## config.mk

```make
export PLATFORM = sky130hd
export DESIGN_NAME = power_rail_sequencer_flat
export DESIGN_NICKNAME = d
export VERILOG_FILES = /design/src/rtl/power_rail_sequencer_if.sv /design/src/rtl/power_rail_sequencer.sv /design/src/flat_wrapper.sv
export SDC_FILE = /design/constraint.sdc
export NUM_CORES = 1
export LEC_CHECK = 0
export ABC_CLOCK_PERIOD_IN_PS = 2600
export CORE_MARGIN = 3
export CORE_UTILIZATION = 49
export DETAILED_ROUTE_END_ITERATION = 10
export HOLD_SLACK_MARGIN = 0.02
export PLACE_DENSITY = 0.69
export RECOVER_POWER = 50
export SYNTH_ARGS = -nofsm -noshare
export SYNTH_HDL_FRONTEND = slang
export SYNTH_SLANG_ARGS = --single-unit
```

## constraint.sdc

```tcl
create_clock -name clk_sys -period 2.6 [get_ports clk_sys]
set_input_delay 0.39 -clock clk_sys [delete_from_list [all_inputs] [get_ports clk_sys]]
set_output_delay 0.39 -clock clk_sys [all_outputs]
set_load 0.02 [all_outputs]
```

## src/rtl/power_rail_sequencer_if.sv

```systemverilog
// Request/status bundle between the rail sequencer (slave) and its requesters,
// the rail regulators and the ARM shutdown handshake (master).
interface power_rail_sequencer_if #(
   parameter int N_RAILS = 4
);
   logic               pwr_on_req;
   logic               key_powdn_req;
   logic               ARM_powdn_cmd;
   logic               ARM_shutdown_ack;
   logic               arm_heartbeat;
   logic               fault_clr;
   logic [N_RAILS-1:0] rail_pg;
   logic [N_RAILS-1:0] rail_en;
   logic               powen_sys;
   logic               arm_shutdown_req;
   logic               fault;
   logic [N_RAILS-1:0] fault_rail;
   logic [2:0]         seq_state;

   modport master (
      output pwr_on_req, key_powdn_req, ARM_powdn_cmd, ARM_shutdown_ack,
             arm_heartbeat, fault_clr, rail_pg,
      input  rail_en, powen_sys, arm_shutdown_req, fault, fault_rail, seq_state
   );

   modport slave (
      input  pwr_on_req, key_powdn_req, ARM_powdn_cmd, ARM_shutdown_ack,
             arm_heartbeat, fault_clr, rail_pg,
      output rail_en, powen_sys, arm_shutdown_req, fault, fault_rail, seq_state
   );
endinterface

```

## src/rtl/power_rail_sequencer.sv

```systemverilog
// Power rail sequencer: ordered rail enable/disable, power-good supervision and ARM shutdown
// handshake. Define PSEQ_WDOG_EN to add the ARM heartbeat watchdog while ON.
module power_rail_sequencer #(
   parameter int TICK_DIV    = 80000,
   parameter int N_RAILS     = 4,
   parameter int PG_TIMEOUT  = 50,
   parameter int ON_GAP      = 10,
   parameter int OFF_GAP     = 5,
   parameter int ACK_TIMEOUT = 2000,
   parameter int WDOG_TICKS  = 3000
) (
   input logic                   clk_sys,
   input logic                   RESET,
   power_rail_sequencer_if.slave bus
);
   localparam int IW   = (N_RAILS > 1) ? $clog2(N_RAILS) : 1;
   localparam int PW   = (TICK_DIV > 1) ? $clog2(TICK_DIV) : 1;
   localparam int M1   = (PG_TIMEOUT > ON_GAP) ? PG_TIMEOUT : ON_GAP;
   localparam int M2   = (OFF_GAP > ACK_TIMEOUT) ? OFF_GAP : ACK_TIMEOUT;
   localparam int CMAX = (M1 > M2) ? M1 : M2;
   localparam int CW   = $clog2(CMAX + 2);
   localparam logic [N_RAILS-1:0] ONE_N = {{(N_RAILS-1){1'b0}}, 1'b1};

   typedef enum logic [2:0] {
      ST_OFF       = 3'd0,
      ST_RAMP_UP   = 3'd1,
      ST_ON        = 3'd2,
      ST_NOTIFY    = 3'd3,
      ST_RAMP_DOWN = 3'd4,
      ST_FAULT     = 3'd5
   } state_t;

   state_t             state_q, state_d;
   logic [IW-1:0]      idx_q, idx_d, hi_idx_s;
   logic [PW-1:0]      presc_q, presc_d;
   logic [CW-1:0]      cnt_q, cnt_d;
   logic               gap_q, gap_d;
   logic [N_RAILS-1:0] rail_en_q, rail_en_d, fault_rail_q, fault_rail_d;
   logic               powen_q, powen_d, req_q, req_d, fault_q, fault_d;
   logic [N_RAILS-1:0] pg_meta_q, pg_sync_q, pg_low_s;
   logic               tick_s, pg_to_s, wdog_exp_s;

   assign tick_s   = (presc_q == PW'(TICK_DIV - 1));
   assign pg_low_s = rail_en_q & ~pg_sync_q;
   assign pg_to_s  = !gap_q && !pg_sync_q[idx_q] && (cnt_q >= CW'(PG_TIMEOUT));

`ifdef PSEQ_WDOG_EN
   localparam int WW = $clog2(WDOG_TICKS + 2);
   logic [2:0]    hb_q, hb_d;
   logic [WW-1:0] wdog_q, wdog_d;

   // Heartbeat edge detect and watchdog window; the window only runs while ON.
   always_comb begin
      hb_d = {hb_q[1:0], bus.arm_heartbeat};
      if ((state_q != ST_ON) || (hb_q[2] ^ hb_q[1])) wdog_d = '0;
      else if (tick_s && (wdog_q != '1))             wdog_d = wdog_q + WW'(1);
      else                                           wdog_d = wdog_q;
   end

   always_ff @(posedge clk_sys or posedge RESET) begin
      if (RESET) begin
         hb_q   <= '0;
         wdog_q <= '0;
      end else begin
         hb_q   <= hb_d;
         wdog_q <= wdog_d;
      end
   end

   assign wdog_exp_s = (state_q == ST_ON) && (wdog_q >= WW'(WDOG_TICKS));
`else
   logic unused_hb_s;
   assign unused_hb_s = bus.arm_heartbeat;
   assign wdog_exp_s  = 1'b0;
`endif

   // Highest enabled rail: where a power-down starts.
   always_comb begin
      hi_idx_s = '0;
      for (int i = 0; i < N_RAILS; i++) begin
         if (rail_en_q[i]) hi_idx_s = IW'(i);
         else              hi_idx_s = hi_idx_s;
      end
   end

   // Next state, rail index and rail enables.
   always_comb begin
      state_d      = state_q;
      idx_d        = idx_q;
      gap_d        = gap_q;
      rail_en_d    = rail_en_q;
      fault_d      = fault_q;
      fault_rail_d = fault_rail_q;
      case (state_q)
         ST_OFF: begin
            if (bus.pwr_on_req) begin
               state_d   = ST_RAMP_UP;
               idx_d     = '0;
               rail_en_d = ONE_N;
            end else if (bus.fault_clr) begin
               fault_d      = 1'b0;
               fault_rail_d = '0;
            end else begin
               state_d = ST_OFF;
            end
         end
         ST_RAMP_UP: begin
            if (pg_to_s) begin
               state_d      = ST_FAULT;
               fault_d      = 1'b1;
               fault_rail_d = ONE_N << idx_q;
               rail_en_d    = '0;
            end else if (bus.ARM_powdn_cmd || bus.key_powdn_req) begin
               state_d             = ST_RAMP_DOWN;
               idx_d               = hi_idx_s;
               rail_en_d[hi_idx_s] = 1'b0;
            end else if (!gap_q) begin
               // The last rail goes straight to ON without an inter-rail gap.
               if (pg_sync_q[idx_q] && (idx_q == IW'(N_RAILS - 1))) state_d = ST_ON;
               else if (pg_sync_q[idx_q])                           gap_d   = 1'b1;
               else                                                 gap_d   = 1'b0;
            end else if (cnt_q >= CW'(ON_GAP)) begin
               idx_d                        = idx_q + IW'(1);
               gap_d                        = 1'b0;
               rail_en_d[idx_q + IW'(1)]    = 1'b1;
            end else begin
               state_d = ST_RAMP_UP;
            end
         end
         ST_ON: begin
            if (|pg_low_s) begin
               state_d      = ST_FAULT;
               fault_d      = 1'b1;
               fault_rail_d = pg_low_s & (~pg_low_s + ONE_N);
               rail_en_d    = '0;
            end else if (bus.ARM_powdn_cmd) begin
               state_d             = ST_RAMP_DOWN;
               idx_d               = hi_idx_s;
               rail_en_d[hi_idx_s] = 1'b0;
            end else if (bus.key_powdn_req) begin
               state_d = ST_NOTIFY;
            end else if (wdog_exp_s) begin
               state_d             = ST_RAMP_DOWN;
               idx_d               = hi_idx_s;
               rail_en_d[hi_idx_s] = 1'b0;
               fault_d             = 1'b1;
               fault_rail_d        = '0;
            end else begin
               state_d = ST_ON;
            end
         end
         ST_NOTIFY: begin
            if (bus.ARM_powdn_cmd || bus.ARM_shutdown_ack || (cnt_q >= CW'(ACK_TIMEOUT))) begin
               state_d             = ST_RAMP_DOWN;
               idx_d               = hi_idx_s;
               rail_en_d[hi_idx_s] = 1'b0;
            end else begin
               state_d = ST_NOTIFY;
            end
         end
         ST_RAMP_DOWN: begin
            if ((cnt_q >= CW'(OFF_GAP)) && (idx_q == '0)) begin
               state_d = ST_OFF;
            end else if (cnt_q >= CW'(OFF_GAP)) begin
               idx_d                     = idx_q - IW'(1);
               rail_en_d[idx_q - IW'(1)] = 1'b0;
            end else begin
               state_d = ST_RAMP_DOWN;
            end
         end
         ST_FAULT: begin
            rail_en_d = '0;
            if (bus.fault_clr) begin
               state_d      = ST_OFF;
               fault_d      = 1'b0;
               fault_rail_d = '0;
            end else begin
               state_d = ST_FAULT;
            end
         end
         default: begin
            state_d   = ST_OFF;
            idx_d     = '0;
            rail_en_d = '0;
         end
      endcase
      gap_d = (state_d == ST_RAMP_UP) ? gap_d : 1'b0;
   end

   // Prescaler, saturating phase counter (restarted on any phase change) and output flags.
   always_comb begin
      presc_d = tick_s ? '0 : presc_q + PW'(1);
      if ((state_d != state_q) || (idx_d != idx_q) || (gap_d != gap_q)) cnt_d = '0;
      else if (tick_s && (cnt_q != '1))                                 cnt_d = cnt_q + CW'(1);
      else                                                              cnt_d = cnt_q;
      powen_d = (state_d == ST_ON) || (state_d == ST_NOTIFY);
      req_d   = (state_d == ST_NOTIFY);
   end

   // Sequencer state and registered outputs.
   always_ff @(posedge clk_sys or posedge RESET) begin
      if (RESET) begin
         state_q      <= ST_OFF;
         idx_q        <= '0;
         presc_q      <= '0;
         cnt_q        <= '0;
         gap_q        <= 1'b0;
         rail_en_q    <= '0;
         fault_rail_q <= '0;
         powen_q      <= 1'b0;
         req_q        <= 1'b0;
         fault_q      <= 1'b0;
      end else begin
         state_q      <= state_d;
         idx_q        <= idx_d;
         presc_q      <= presc_d;
         cnt_q        <= cnt_d;
         gap_q        <= gap_d;
         rail_en_q    <= rail_en_d;
         fault_rail_q <= fault_rail_d;
         powen_q      <= powen_d;
         req_q        <= req_d;
         fault_q      <= fault_d;
      end
   end

   // Two-stage synchroniser for the asynchronous power-good inputs.
   always_ff @(posedge clk_sys or posedge RESET) begin
      if (RESET) begin
         pg_meta_q <= '0;
         pg_sync_q <= '0;
      end else begin
         pg_meta_q <= bus.rail_pg;
         pg_sync_q <= pg_meta_q;
      end
   end

   assign bus.rail_en          = rail_en_q;
   assign bus.powen_sys        = powen_q;
   assign bus.arm_shutdown_req = req_q;
   assign bus.fault            = fault_q;
   assign bus.fault_rail       = fault_rail_q;
   assign bus.seq_state        = state_q;
endmodule

```

## src/flat_wrapper.sv

```systemverilog
// flat-port wrapper written by rule: the top's interface ports become plain ports
module power_rail_sequencer_flat 
#(
   parameter int TICK_DIV    = 80000,
   parameter int N_RAILS     = 4,
   parameter int PG_TIMEOUT  = 50,
   parameter int ON_GAP      = 10,
   parameter int OFF_GAP     = 5,
   parameter int ACK_TIMEOUT = 2000,
   parameter int WDOG_TICKS  = 3000
)
  (clk_sys, RESET, bus_pwr_on_req, bus_key_powdn_req, bus_ARM_powdn_cmd, bus_ARM_shutdown_ack, bus_arm_heartbeat, bus_fault_clr, bus_rail_pg, bus_rail_en, bus_powen_sys, bus_arm_shutdown_req, bus_fault, bus_fault_rail, bus_seq_state);
  power_rail_sequencer_if #(.N_RAILS(N_RAILS)) bus_i ();
  input logic clk_sys;
  input logic RESET;
  input wire logic [$bits(bus_i.pwr_on_req)-1:0] bus_pwr_on_req;
  input wire logic [$bits(bus_i.key_powdn_req)-1:0] bus_key_powdn_req;
  input wire logic [$bits(bus_i.ARM_powdn_cmd)-1:0] bus_ARM_powdn_cmd;
  input wire logic [$bits(bus_i.ARM_shutdown_ack)-1:0] bus_ARM_shutdown_ack;
  input wire logic [$bits(bus_i.arm_heartbeat)-1:0] bus_arm_heartbeat;
  input wire logic [$bits(bus_i.fault_clr)-1:0] bus_fault_clr;
  input wire logic [$bits(bus_i.rail_pg)-1:0] bus_rail_pg;
  output wire logic [$bits(bus_i.rail_en)-1:0] bus_rail_en;
  output wire logic [$bits(bus_i.powen_sys)-1:0] bus_powen_sys;
  output wire logic [$bits(bus_i.arm_shutdown_req)-1:0] bus_arm_shutdown_req;
  output wire logic [$bits(bus_i.fault)-1:0] bus_fault;
  output wire logic [$bits(bus_i.fault_rail)-1:0] bus_fault_rail;
  output wire logic [$bits(bus_i.seq_state)-1:0] bus_seq_state;
  assign bus_i.pwr_on_req = bus_pwr_on_req;
  assign bus_i.key_powdn_req = bus_key_powdn_req;
  assign bus_i.ARM_powdn_cmd = bus_ARM_powdn_cmd;
  assign bus_i.ARM_shutdown_ack = bus_ARM_shutdown_ack;
  assign bus_i.arm_heartbeat = bus_arm_heartbeat;
  assign bus_i.fault_clr = bus_fault_clr;
  assign bus_i.rail_pg = bus_rail_pg;
  assign bus_rail_en = bus_i.rail_en;
  assign bus_powen_sys = bus_i.powen_sys;
  assign bus_arm_shutdown_req = bus_i.arm_shutdown_req;
  assign bus_fault = bus_i.fault;
  assign bus_fault_rail = bus_i.fault_rail;
  assign bus_seq_state = bus_i.seq_state;
  power_rail_sequencer #(.TICK_DIV(TICK_DIV), .N_RAILS(N_RAILS), .PG_TIMEOUT(PG_TIMEOUT), .ON_GAP(ON_GAP), .OFF_GAP(OFF_GAP), .ACK_TIMEOUT(ACK_TIMEOUT), .WDOG_TICKS(WDOG_TICKS)) u_core (.clk_sys(clk_sys), .RESET(RESET), .bus(bus_i));
endmodule
```

==> results of run 1 <==
-- cells in the final DEF, fill, tap and decap left out, types with 3 or more instances in the layout --
cell type / count
buf_4: 65
dfrtp_1: 51
nand2_1: 38
nor2_1: 33
clkdlybuf4s50_1: 19
o21ai_0: 17
a21oi_1: 15
nand3_1: 13
xnor2_1: 13
inv_1: 10
nor3_2: 10
ha_1: 10
nor3_1: 9
xor2_1: 9
and3_1: 6
nor2b_1: 6
nand2b_1: 6
clkbuf_8: 5
dlygate4sd3_1: 5
a32oi_1: 4
nand4_1: 3
nor4_1: 3
nand4b_1: 3
nor3b_1: 3
mux2i_1: 3
o31ai_1: 3
o211ai_1: 3
or3_1: 3
a31oi_1: 3
a22o_1: 3
-- synthesized netlist by cell type, drive strengths merged, types with 2 or more instances --
cell type / n
o21ai: 20
nor2b: 6
a22o: 4
dfrtp: 53
nand3b: 2
nor3: 20
ha: 10
and4b: 2
nor2: 34
and4: 2
a32oi: 5
a31oi: 3
nand4: 3
a211oi: 3
nand4b: 4
a21oi: 17
and2b: 2
or3: 3
xnor2: 13
xor2: 9
nor3b: 5
o31ai: 4
and3: 8
nand2b: 6
buf: 12
nand3: 15
nor4: 4
and2: 4
inv: 11
o211ai: 4
a221oi: 2
o2111ai: 2
nand2: 38
mux2i: 3
-- critical path: cells and delay by family (launching register included) --
family	cells	cell delay [ns]
AO/OA/AOI/OAI	3	0.55
AND/OR/NAND/NOR	3	0.55
buffers and inverters	4	0.52
flip-flops	1	0.46
adder cells (fa/ha/maj)	1	0.21
-- final timing paths --
path                                          start             endpoint  slack, ns  depth (start not counted)
worst min register to register  u_core.pg_meta_q[3]  u_core.pg_sync_q[3]       0.36                          0
worst max register to register      u_core.idx_q[0]      u_core.cnt_q[0]       0.23                         11
worst min-delay path            u_core.pg_meta_q[3]  u_core.pg_sync_q[3]       0.36                          0
max in group asynchronous                     RESET      u_core.idx_q[0]       0.49                          3
worst max-delay path                u_core.idx_q[0]      u_core.cnt_q[0]       0.23                         11
min in group asynchronous                     RESET  u_core.pg_meta_q[2]       0.73                          2
-- metal layers --
layer  vias up  track usage, %
met5         -               0
met4         0            4.87
met3         6            4.52
met2        72            31.2
met1      1324            30.3
li1       1420               -
-- per-stage QoR --
step / hold WS (ns) / cell area, µm² / TNS [ns] / instances
floorplan: 0.331 / 3380 / 0 / 346
global placement: 0.332 / 4110 / -4.24 / 501
detailed placement: 0.343 / 4110 / -4.51 / 501
CTS: 0.366 / 4220 / 0 / 508
global route: 0.373 / 4240 / 0 / 509
finish: 0.361 / 4240 / 0 / 509
-- cells by family (layout without fill, tap and decap cells) --
group           Yosys count  count (layout)  share of synthesized area, %
simple gates            163             163                          29.2
compound gates           70              70                          16.1
flops                    53              53                          39.3
buf+inv                  24             110                          4.48
xor+xnor                 22              22                          5.70
fa+ha+maj                10              10                          3.70
mux                       4               4                          1.56
-- sequential cells by signal (all words and copies together) (netlist names) --
register / cells
u_core.presc_q: 17
u_core.cnt_q: 11
u_core.bus.fault: 1
u_core.bus.arm_shutdown_req: 1
u_core.pg_meta_q: 4
u_core.pg_sync_q: 4
u_core.bus.fault_rail: 4
u_core.bus.rail_en: 4
u_core.idx_q: 2
u_core.bus.seq_state: 3
u_core.bus.powen_sys: 1
u_core.gap_q: 1
-- area by class of cell --
cell class / count / share of cell area (%)
multi-input combinational: 269 / 45.0
sequential: 53 / 31.3
timing repair buffer: 92 / 17.8
tap: 77 / 2.27
clock buffer: 5 / 1.62
inverter: 11 / 0.974
clock inverter: 2 / 0.915
-- timing repair --
action	4_1_cts	5_1_grt
cloned	0	0
resized for setup	1	2
pin swaps	0	1
hold buffers	0	0
endpoints found under the setup margin	11	11
setup buffers	0	1
-- power by group through the flow --
stage          clock network, µW  logic [µW]  registers [µW]
2_1_floorplan                  0         693             965
3_3_place_gp                   0        1100             938
3_5_place_dp                   0        1090             940
4_1_cts                      585        1120             923
5_1_grt                      612        1310             932
6_report                     571        1210             922
==> impl_metrics.csv, run 1 <==
group,metric,value,unit
status,status,"finished, final reports clean",
critical_path,worstPathMaxFanout,11,
logic_synthesis,synth_top_area_cell,"dfrtp_1",
logic_synthesis,synth_nets,368,
logic_synthesis,netlist_area,0.00338,mm²
critical_path,worstPathRequired,2.83,ns
placed_design,dp_slack,-0.457,ns
timing,maxSlewHeadroom,37.4,%
layout,multiInputGateArea,0.00191,mm²
placed_design,place_congestion,0.922,
power_and_ir_drop,power_frac_seq,34.1,%
clock_tree,clk_latency,0.32,ns
logic_synthesis,synth_warnings,0,
die,die-width,89.0,µm
logic_synthesis,synth_cells,346,
global_routing,grt_pass1_vias,2695,
timing,fin_skew,0.0155,ns
global_routing,grt_start_max_net_pins,27,
layout,n_antenna_cell,0,
drt,vias,2822,
layout,final_nets,454,
drt,wl_per_cell,15.4,µm
timing,grt_setup_unrepaired,"false",
critical_path,cp.arrival,2.60,ns
global_routing,overflow,0,
clock_tree,clock_sinks,53,
logic_synthesis,seq_area_frac_synth,39.3,%
layout,area_delta_synth_final,25.5,%
placed_design,dp_hpwl,6.18,mm
placed_design,io_buffers,24,
clock_tree,htree_levels,2,
drt,drt_iter0_markers,204,
power_and_ir_drop,combPwrFrac,44.8,%
power_and_ir_drop,p_total,2710,µW
drt,ant_nets,0,
power_and_ir_drop,p_int,1720,µW
power_and_ir_drop,p_per_area,638,mW/mm²
layout,seq_area,0.00133,mm²
timing,fin_crit,2.37,ns
logic_synthesis,synth_area_per_cell,9.76,µm²
power_and_ir_drop,power_leakage,0.00186,µW
die,die-height,89.0,µm
critical_path,cp_common_cell,"buf_4",
power_and_ir_drop,sw_frac_of_total,36.3,%
die,num_rows,29,
logic_synthesis,synth_flop_cell,"dfrtp_1",
logic_synthesis,synthArstFlopShare,100,%
timing,fin_crit_sh,91.3,%
timing,setup_slack,0.226,ns
drt,first_pass_iters,4,
logic_synthesis,synth_top_area_share,39.3,%
power_and_ir_drop,switching_power,981,µW
timing,setup_viol,0,
drt,top_layer_used,"met4",
layout,drive_gt1_share,27.1,%
critical_path,crit_slowest_cell,"dfrtp_2",
clock_tree,cts_buffers,5,
power_and_ir_drop,ir_drop,0.000354,V
timing,drv_slew,0,
drt,wirelength,7.82,mm
clock_tree,cts_tree,"done",
global_routing,antenna_found_initial,0,
timing,max_slew.worst_pin.slew,0.938,ns
hold_path,hold_path.class,"flop to flop",
clock_tree,root_buffer,"clkbuf_8",
critical_path,worstPathCellList,"buf_4 > inv_1 > ha_1 > nor2b_1 > o211ai_1 > buf_4 > and3_1 > a211oi_2 > o31ai_4 > buf_12 > nor3_1",
die,die_area,0.00793,mm²
critical_path,start_kind,"flop",
logic_synthesis,ys_ff_latch,53,
die,coreArea,0.00653,mm²
critical_path,worstSetupPathType,"flop to flop",
critical_path,slowest_delay,0.46,ns
layout,postLayoutCoreUtil,64.9,%
die,top_level_ports,26,
clock_tree,clk_pin_slew,0.10,ns
drt,met2_length,3.53,mm
job,max-cap-violations,0,
drt,viasPerCell,5.54,
global_routing,globalRouteTotalUtil,20.6,%
drt,dr_wl_met3,421,µm
layout,num-fill-cells,545,
clock_tree,cts_buffer_depth,2,
logic_synthesis,synth-edff-count,0,
logic_synthesis,yosys-top-cells-area,"dfrtp_1 (39%), nand2_1 (4.2%), ha_1 (3.7%)",
logic_synthesis,yosysUniqueCellTypes,72,
timing,hold_viol_final,0,
timing,timing.fmax,421,MHz
global_routing,grt_pass1_wl,12.8,mm
die,start_util,51.7,%
critical_path,cp-end-kind,"flop",
power_and_ir_drop,power.share.clock,21.1,%
drt,drc_errors,0,
drt,drt-met1-wl,3.78,mm
(Power assumes the default switching activity.)
==> run 2, diff against run 1 <==
- CORE_UTILIZATION: 49 -> 50
- PLACE_DENSITY: 0.69 -> 0.7
- SLEW_MARGIN: unset -> 15
==> impl_metrics.csv, run 2 (synthesis gave the netlist of run 1 again) <==
group,metric,value,unit
critical_path,worstSetupPathType,"flop to flop",
clock_tree,htree_levels,2,
drt,drt_iter0_markers,191,
clock_tree,cts_buffers,5,
global_routing,grt_start_max_net_pins,54,
layout,largest_register_ffs,17,
layout,layout_common_cells,"buf_4 (66), dfrtp_1 (51), nand2_1 (38)",
clock_tree,cts_tree,"done",
layout,final_nets,453,
global_routing,globalRouteTotalUtil,21.7,%
job,max-cap-violations,0,
drt,first_pass_iters,4,
placed_design,io_buffers,24,
placed_design,place_area,0.00411,mm²
die,die-height,88.2,µm
die,die-width,88.2,µm
layout,final_common_cell,"buf_4",
clock_tree,cts_buffer_depth,2,
global_routing,antenna_found_initial,0,
drt,wl_per_cell,15.3,µm
power_and_ir_drop,power_frac_seq,34.8,%
clock_tree,clk_pin_slew,0.10,ns
timing,timing.fmax,409,MHz
power_and_ir_drop,combPwrFrac,43.7,%
layout,drive_gt1_share,27.6,%
global_routing,grt_pass1_wl,13.3,mm
critical_path,r2r_slack,0.15,ns
critical_path,worstPathMaxFanout,11,
timing,hold_viol_final,0,
drt,viasPerCell,5.61,
layout,area_delta_synth_final,25.2,%
layout,n_antenna_cell,0,
power_and_ir_drop,p_total,2640,µW
status,status,"finished, final reports clean",
global_routing,grt_pass1_vias,2768,
clock_tree,clock_sinks,53,
die,num_rows,29,
power_and_ir_drop,ir_drop,0.000296,V
critical_path,cp-end-kind,"flop",
power_and_ir_drop,power_leakage,0.00185,µW
drt,wirelength,7.77,mm
layout,reg.largest.list,"u_core.presc_q: 17 flops, u_core.cnt_q: 11 flops",
hold_path,hold_path.class,"flop to flop",
placed_design,place_congestion,0.901,
layout,largest_register,"u_core.presc_q",
global_routing,overflow,0,
timing,max_slew.worst_pin.slew,1.29,ns
timing,fin_crit,2.45,ns
clock_tree,clk_latency,0.32,ns
drt,drc_errors,0,
timing,setup_viol,0,
die,die_area,0.00778,mm²
power_and_ir_drop,switching_power,966,µW
timing,grt_setup_unrepaired,"false",
die,top_level_ports,26,
power_and_ir_drop,power.share.clock,21.6,%
power_and_ir_drop,p_int,1680,µW
critical_path,start_kind,"flop",
die,start_util,52.3,%
critical_path,cp.arrival,2.62,ns
timing,maxSlewHeadroom,14.0,%
die,coreArea,0.00646,mm²
drt,ant_nets,0,
timing,fin_skew,0.0134,ns
power_and_ir_drop,p_per_area,625,mW/mm²
timing,fin_crit_sh,94.1,%
critical_path,worstPathRequired,2.77,ns
power_and_ir_drop,sw_frac_of_total,36.5,%
layout,final_area,0.00423,mm²
drt,vias,2851,
timing,drv_slew,0,
clock_tree,root_buffer,"clkbuf_8",
placed_design,dp_hpwl,6.03,mm
## run 2: cell count changes in the layout (fill, tap and decap cells not counted), sizes merged
cell / before / now
clkinv: 0 / 1
inv: 12 / 11
clkbuf: 7 / 6
## run 2: per-layer routing
layer  vias to the layer above  routed length [µm]  GRT usage [%]
li1                       1402                   -              -
met1                      1384                3840           32.2
met2                        56                3480           32.6
met3                         9                 320           3.57
met4                         0                 131           6.32
met5                         -                   0              0
## run 2: path summary, 6_finish.rpt
check / depth (start not counted) / end / start
setup / recovery: 7 / u_core.cnt_q[0] / u_core.cnt_q[1]
hold reg to reg: 0 / u_core.pg_sync_q[2] / u_core.pg_meta_q[2]
min in group asynchronous: 3 / u_core.bus.rail_en[2] / RESET
setup reg to reg: 7 / u_core.cnt_q[0] / u_core.cnt_q[1]
hold / removal: 0 / u_core.pg_sync_q[2] / u_core.pg_meta_q[2]
max in group asynchronous: 3 / u_core.cnt_q[1] / RESET
## run 2: timing repair
action                     4_1_cts  5_1_grt
hold buffers                     0        0
setup endpoints to repair       11       11
gates resized for setup          1        3
buffers inserted                 0        0
## run 2: area by class of cell
cell class / instances / area [µm²]
clock buffer: 5 / 68.8
tap: 77 / 96.3
inverter: 11 / 41.3
clock inverter: 2 / 38.8
timing repair buffer: 91 / 741
multi-input combinational: 269 / 1910
sequential: 53 / 1330
fill: 541 / 2230
## run 2: power by group through the flow
stage / clock network [µW] / registers (µW) / logic [µW]
after global placement: 0 / 934 / 1120
after CTS: 588 / 921 / 1160
final: 571 / 920 / 1150
after global routing: 614 / 927 / 1260
after detailed placement: 0 / 937 / 1120
after floorplan: 0 / 965 / 693
## run 2: worst max-delay path, stage by stage, from the launching register on
cell and delay (ns):
dfrtp_2 0.46, o311ai_4 0.34, nand3_4 0.13, a32oi_4 0.26, nand4b_4 0.15, and3_4 0.20, o31ai_4 0.62, nor3_1 0.13
## run 2: metrics by stage
| step | setup slack, ns | instances | util, % | TNS [ns] | hold WS, ns |
|---|---|---|---|---|---|
| 6_report | 0.155 | 508 | 65.5 | 0 | 0.355 |
| 5_1_grt | 0.0188 | 508 | 65.5 | 0 | 0.373 |
| 4_1_cts | 0.102 | 508 | 65.4 | 0 | 0.359 |
| 3_5_place_dp | -0.488 | 501 | 63.6 | -4.88 | 0.336 |
| 3_3_place_gp | -0.441 | 501 | 63.6 | -4.38 | 0.335 |
| 2_1_floorplan | 0.470 | 346 | - | 0 | 0.331 |
==> variant, RTL diff (settings of run 1) <==
`N_RAILS` is set to 4 in 3 places; all go to 2.
--- a/src/rtl/power_rail_sequencer_if.sv
+++ b/src/rtl/power_rail_sequencer_if.sv
@@ -3,3 +3,3 @@
 interface power_rail_sequencer_if #(
-   parameter int N_RAILS = 4
+   parameter int N_RAILS = 2
 );
--- a/src/rtl/power_rail_sequencer.sv
+++ b/src/rtl/power_rail_sequencer.sv
@@ -4,3 +4,3 @@
    parameter int TICK_DIV    = 80000,
-   parameter int N_RAILS     = 4,
+   parameter int N_RAILS     = 2,
    parameter int PG_TIMEOUT  = 50,
--- a/src/flat_wrapper.sv
+++ b/src/flat_wrapper.sv
@@ -4,3 +4,3 @@
    parameter int TICK_DIV    = 80000,
-   parameter int N_RAILS     = 4,
+   parameter int N_RAILS     = 2,
    parameter int PG_TIMEOUT  = 50,
Ports: changed (resized bus_fault_rail, bus_rail_en and bus_rail_pg); port bits go from 26 to 20. The function was not compared with the original's and may differ.
==> variant against run 1 <==
Setup slack worse by 0.086 ns; power down 12%; fmax shrank 3.5%; design area down 25%; count of clock-buffer cells in the layout did not move; area after synthesis down 21%; clock power is 24% lower; non-clock buffer count is 49 lower; clock skew shrank 0.0045 ns; sequential cell count decreased by 9; worst hold slack gained 0.0027 ns; routed wire length is 29% lower; utilization shrank 3.8 points; largest power group unchanged.
==> variant: results <==
{
  "r2r_start": "u_core.cnt_q[1]$_DFFE_PP0P_",
  "synthAdderAreaFrac": 0.0187,
  "hp-start": "u_core.pg_meta_q[0]$_DFF_PP0_",
  "outcome": "completed",
  "nNetsFinal": 325,
  "dp_hpwl_mm": 4.16,
  "grt_pass1_wl_mm": 9.72,
  "r2r_cells": 10,
  "synth_xor_area_frac": 0.0813,
  "seq_power_uw": 819,
  "place.gp.congestion": 0.862,
  "synthMuxAreaShare": 0.0215,
  "leakagePower_nw": 1.31,
  "clk_latency_ns": 0.30,
  "avgSynthCellArea_um2": 9.81,
  "n_antenna_cell": 0,
  "internal_power_mw": 1.42,
  "arrival_ns": 2.65,
  "synth_nets": 287,
  "yosysUniqueCellTypes": 67,
  "irDropWorstVdd_mv": 0.405,
  "pg_clk_uw": 432,
  "grt_pass1_vias": 2169,
  "via_per_inst": 5.57,
  "skew_ns": 0.0110,
  "cp_top_family": "compound AO/OA/AOI/OAI gates",
  "pwr-share-seq": 0.343,
  "slowest_stage": "dfrtp_1",
  "dp_cells": 373,
  "drive_gt1_frac": 0.215,
  "r2r-end": "u_core.cnt_q[4]$_DFFE_PP0P_",
  "holdPathEnd": "u_core.pg_sync_q[0]$_DFF_PP0_",
  "wl_per_cell_um": 14.6,
  "wirelength_mm": 5.59,
  "first_iter_violations": 104,
  "slowest_delay_ns": 0.41,
  "dpl_cell_area_um2": 3040,
  "grt_max_degree": 45,
  "dr.pass1.iters": 4,
  "grt_usage": 0.192,
  "io_buffers": 18,
  "synthTopCellsByArea": "dfrtp_1, nor4_2, xnor2_1",
  "dpl_worst_slack_ns": -0.198,
  "fin_ws_ns": 0.140,
  "whs_ns": 0.364,
  "synthTopCellsByCount": "dfrtp_1, nor2_1, nand2_1, nand3_1, xnor2_1",
  "post_cts_buffers": 0,
  "synth_compound_area_frac": 0.128
}
-- variant: changes by cell type after synthesis, moves of 8 or more --
cell            run 1  this run
dfrtp_1            53        44
o21ai_0            17         7
nor4_2              1        12
nand2_1            38        17
nor3_2             10         2
-- variant: worst max path at each step --
stage	startpoint	end	cells past startpoint
after floorplan	u_core.idx_q$_DFF_PP0_	u_core.cnt_q[0]$_DFFE_PP0P_	8
after global placement	bus_ARM_powdn_cmd	u_core.cnt_q[9]$_DFFE_PP0P_	8
after detailed placement	bus_ARM_powdn_cmd	u_core.cnt_q[4]$_DFFE_PP0P_	9
after CTS	u_core.cnt_q[4]$_DFFE_PP0P_	u_core.cnt_q[4]$_DFFE_PP0P_	8
after global routing	u_core.cnt_q[1]$_DFFE_PP0P_	u_core.cnt_q[1]$_DFFE_PP0P_	10
final	u_core.cnt_q[1]$_DFFE_PP0P_	u_core.cnt_q[4]$_DFFE_PP0P_	10
-- variant: layer usage --
metal	share of wire	vias up	global-route usage
met1	0.47	1015	0.230
met4	0.0075	0	0.0591
met2	0.49	39	0.342
met3	0.038	4	0.0395
met5	0	-	0
li1	-	1070	-
-- variant: layout make-up --
| type | instances | area [um^2] |
|---|---|---|
| Tap cell | 70 | 87.6 |
| Fill cell | 434 | 2030 |
| Timing Repair Buffer | 43 | 365 |
| Clock inverter | 3 | 23.8 |
| Multi-Input combinational cell | 206 | 1490 |
| Clock buffer | 5 | 68.8 |
| Inverter | 11 | 41.3 |
| Sequential cell | 44 | 1100 |
-- variant: logic make-up (layout without fill, tap and decap cells) --
group	Yosys count	count (layout)
compound gates	49	49
xor+xnor	24	24
fa+ha+maj	4	4
buf+inv	23	62
flops	44	44
mux	5	5
simple gates	124	124
